## src/rtl/branch_redirect_ctrl.sv

```systemverilog
// Fetch PC sequencer: +4 per fetch handshake, redirect on taken branch/jump, fixed IF/ID flush window.
// Optional BRANCH_STATS_EN builds saturating branch/taken counters; otherwise they read as zero.
//
// state    | meaning
// ---------+---------------------------------------------------------------
// ST_RUN   | normal sequencing; redirects, stalls and fetch_ready honoured
// ST_FLUSH | post-redirect squash window; redirects and stalls ignored
module branch_redirect_ctrl #(
    parameter logic [31:0] RESET_PC     = 32'h0000_0000,
    parameter logic [31:0] TRAP_VECTOR  = 32'h0000_0100,
    parameter int unsigned FLUSH_CYCLES = 2
) (
    input  logic        clk,
    input  logic        rst,
    input  logic        ex_valid,
    input  logic        ex_branch,
    input  logic        ex_jump,
    input  logic        branch_taken,
    input  logic [31:0] branch_target,
    input  logic        stall_in,
    input  logic        fetch_ready,
    output logic [31:0] pc_out,
    output logic        pc_valid,
    output logic        flush_if,
    output logic        flush_id,
    output logic        trap_misalign,
    output logic [31:0] stat_branches,
    output logic [31:0] stat_taken
);

    typedef enum logic {ST_RUN, ST_FLUSH} state_t;

    localparam logic [3:0] CNT_INIT = 4'(FLUSH_CYCLES - 1);

    state_t      state_q, state_d;
    logic [3:0]  cnt_q, cnt_d;
    logic [31:0] pc_d;
    logic        flush_d;
    logic        trap_d;
    logic        redirect_ev;
    logic        misalign;
    logic [31:0] pc_inc;

    assign redirect_ev = ex_valid & ((ex_branch & branch_taken) | ex_jump);
    assign misalign    = |branch_target[1:0];
    assign pc_inc      = pc_out + 32'd4;

    always_comb begin
        state_d = state_q;
        cnt_d   = cnt_q;
        pc_d    = pc_out;
        flush_d = 1'b0;
        trap_d  = 1'b0;
        case (state_q)
            ST_RUN: begin
                // a redirect wins over stall and does not wait for fetch_ready
                if (redirect_ev) begin
                    pc_d    = misalign ? TRAP_VECTOR : branch_target;
                    trap_d  = misalign;
                    flush_d = 1'b1;
                    cnt_d   = CNT_INIT;
                    state_d = (CNT_INIT != 4'd0) ? ST_FLUSH : ST_RUN;
                end else if (!stall_in && fetch_ready) begin
                    pc_d = pc_inc;
                end
            end
            ST_FLUSH: begin
                if (fetch_ready) begin
                    pc_d = pc_inc;
                end
                if (cnt_q == 4'd0) begin
                    state_d = ST_RUN;
                end else begin
                    cnt_d   = cnt_q - 4'd1;
                    flush_d = 1'b1;
                end
            end
            default: state_d = ST_RUN;
        endcase
    end

    always_ff @(posedge clk) begin
        if (rst) begin
            state_q       <= ST_RUN;
            cnt_q         <= 4'd0;
            pc_out        <= RESET_PC;
            pc_valid      <= 1'b0;
            flush_if      <= 1'b0;
            flush_id      <= 1'b0;
            trap_misalign <= 1'b0;
        end else begin
            state_q       <= state_d;
            cnt_q         <= cnt_d;
            pc_out        <= pc_d;
            pc_valid      <= 1'b1;
            flush_if      <= flush_d;
            flush_id      <= flush_d;
            trap_misalign <= trap_d;
        end
    end

`ifdef BRANCH_STATS_EN
    logic count_br;

    assign count_br = (state_q == ST_RUN) & ex_valid & ex_branch;

    always_ff @(posedge clk) begin
        if (rst) begin
            stat_branches <= 32'd0;
            stat_taken    <= 32'd0;
        end else if (count_br) begin
            if (stat_branches != 32'hFFFF_FFFF) begin
                stat_branches <= stat_branches + 32'd1;
            end
            if (branch_taken && stat_taken != 32'hFFFF_FFFF) begin
                stat_taken <= stat_taken + 32'd1;
            end
        end
    end
`else
    assign stat_branches = 32'd0;
    assign stat_taken    = 32'd0;
`endif

endmodule

```

## config.mk

```make
export PLATFORM = sky130hd
export DESIGN_NAME = branch_redirect_ctrl
export DESIGN_NICKNAME = d
export VERILOG_FILES = /design/src/rtl/branch_redirect_ctrl.sv
export SDC_FILE = /design/constraint.sdc
export NUM_CORES = 1
export LEC_CHECK = 0
export CORE_MARGIN = 4
export CORE_UTILIZATION = 43
export DETAILED_ROUTE_END_ITERATION = 10
export GPL_TIMING_DRIVEN = 0
export PLACE_DENSITY = 0.95
export SYNTH_ARGS = -nofsm -noshare
export SYNTH_HDL_FRONTEND = slang
export SYNTH_SLANG_ARGS = --single-unit
```

## constraint.sdc

```tcl
create_clock -name clk -period 5.3 [get_ports clk]
set_clock_uncertainty 0.15 [all_clocks]
set_input_delay 1.06 -clock clk [delete_from_list [all_inputs] [get_ports clk]]
set_output_delay 1.06 -clock clk [all_outputs]
set_load 0.1 [all_outputs]
```

==> metrics.cfg <==
[status]
status = complete, no violations

[worst_setup_path]
reg2reg_slack_ns = 3.11
critical_path_arrival_ns = 2.08
timing.rr.start = pc_out[2]
reg2reg_depth = 6
endpoint_kind = output port
reg2reg_to = pc_out[12]
critPathRequiredTime_ns = 4.09
start_kind = register
critPathKind = register to output port
crit_path_max_fanout = 10

[yosys]
syn_inst = 329
synth_top_area_share = 0.294
synth_common_cells = buf_4, dfxtp_1, nand2_1, a21oi_1, nor2_1
syn_area_per_cell_sq_um = 8.08
synth_seq_cells = 39
ys_types = 53
synthesis.area_sq_um = 2660
yosysSeqAreaShare = 0.294
synthTopCellsByArea = dfxtp_1, buf_4, nand2_1
synthArstFlopShare = 0
ys.flop_type = dfxtp_1
synth_edf_count = 0
yosys_warnings = 0
synth_top_cell_by_area = dfxtp_1
yosysMostFrequentCell = buf_4

[timing]
setup_tns_ns = 0
hold_viol = 0
fin_crit_ns = 3.29
worst_slack_ns = 2.01
finalSetupViolations = 0
period_share = 0.621
rsz0062_at_grt = no
slew_headroom = 0.337
fmax_mhz = 304
worst_pin_slew_ns = 0.992
finalMaxSlewViolations = 0
whs_ns = 0.337

[final_layout]
nets = 515
drive_above_1_share = 0.179
area_growth_pct = 43.4
diodes = 0

[clock_network]
cts_resized = 0
postCtsSetupBuffers = 0
path_clk_slew_ns = 0.08
clk_path_buf_depth = 2
cts_max_level = 2
cts_made_buffers = 5
root_buffer = clkbuf_8
insertion_delay_ns = 0.29
cts_hold_buf = 0
cts_tree = yes
cts_sinks = 39

[power]
p_per_area_nw_per_um2 = 258
total_power_mw = 0.983
p_leak_nw = 1.58
ir_drop_uv = 144

[grt]
grtUsageTotal = 0.210
grt_pass1_wl_microns = 12700
grt_max_degree = 12
grt-ovfl-total = 0
grt_pass1_vias = 2647
antenna_found_initial = 0

[floorplan]
fp.coreArea_sq_um = 5960
dieArea_sq_um = 7500
die_h_microns = 86.6
rows = 28
io_pins = 140
start_util = 0.446
die_x_microns = 86.6

[placement]
dp_slack_ns = 1.98
io_buffers = 74
place.gp.congestion = 0.917
dp.final_hpwl_microns = 6140

[detailed_routing]
final_antenna_net_count = 0
drt_pass1_iterations = 6
first_iter_violations = 354
totalWireLength_microns = 8040
drcViolationCount = 0
num_vias = 2702
wire_per_inst_microns = 14.6
avgViaCountPerCell = 4.92

[worst_hold_path]
min_to = pc_out[0]
worstHoldPathType = register to register
hold-path-cell-count = 1
min_from = pc_out[0]

[job]
cap_viol_max_count = 0

-- cell usage in the layout (no fill, tap or decap), drive strengths merged, types with 2 or more instances in the layout --
cell           count
nor3              11
a2111oi            2
nand4b             2
nand3             13
a21oi             23
inv                7
buf               69
ha                 2
o21ai             10
dfxtp             39
conb              64
nor4              10
and3               6
nand2             37
xor2              10
and2               5
nor2b              2
a22oi              2
a22o               2
a311oi             2
nand4             10
a211oi            11
clkdlybuf4s50     74
o22ai              2
mux2i              3
nor2              14
and4               3
xnor2             11
clkbuf            14
-- per-layer routing --
| metal | vias to the layer above | track usage | routed length [microns] |
|---|---|---|---|
| met3 | 10 | 0.0447 | 755 |
| met4 | 0 | 0.0482 | 78 |
| met1 | 1230 | 0.262 | 3210 |
| met5 | - | 0 | 0 |
| li1 | 1325 | - | - |
| met2 | 137 | 0.370 | 4000 |
-- how the worst max path moves through the flow --
stage / start / end / cells past startpoint
after global placement: ex_branch / pc_out[3] / 7
after CTS: state_q / flush_if / 2
final: state_q / flush_if / 2
after global routing: state_q / flush_if / 2
after floorplan: state_q / flush_if / 1
after detailed placement: ex_branch / pc_out[3] / 7
-- kinds of logic (layout without fill, tap and decap cells) --
logic type	count (synthesis)	after routing	share of synthesized area
adder cells (fa/ha/maj)	2	2	0.00941
multiplexers	3	3	0.0113
AND/OR/NAND/NOR	118	118	0.251
other	1	64	0.00141
flip-flops	39	39	0.294
XOR/XNOR	21	21	0.0692
buffers and inverters	83	165	0.212
AO/OA/AOI/OAI	62	62	0.151
-- flip-flops by register name (all words and copies together), names as in the netlist --
name / cells
pc_out: 32
state_q: 1
pc_valid: 1
cnt_q: 4
trap_misalign: 1
-- area by class of cell --
| type | count | area, sq um |
|---|---|---|
| sequential | 39 | 781 |
| clock inverter | 1 | 5.00 |
| fill | 543 | 2150 |
| clock buffer | 7 | 76.3 |
| buffer | 76 | 538 |
| timing repair buffer | 74 | 741 |
| inverter | 7 | 26.3 |
| multi-input combinational | 270 | 1550 |
| tap | 75 | 93.8 |
-- stage by stage --
step / utilization / area [sq um] / cells
2_1_floorplan: - / 2890 / 392
3_3_place_gp: 0.626 / 3730 / 541
3_5_place_dp: 0.626 / 3730 / 541
4_1_cts: 0.640 / 3810 / 549
5_1_grt: 0.640 / 3810 / 549
6_report: 0.640 / 3810 / 549
-- where the power goes --
part	switching [mW]	internal (mW)
clock	0.109	0.0926
sequential	0.0174	0.306
combinational	0.355	0.102
total	0.481	0.502
-- worst max-delay path, stage by stage, from the launching register on --
cell and delay (ns):
dfxtp_1 0.51, buf_4 0.17, clkdlybuf4s50_1 1.12
Power figures use the tool's default switching activity.
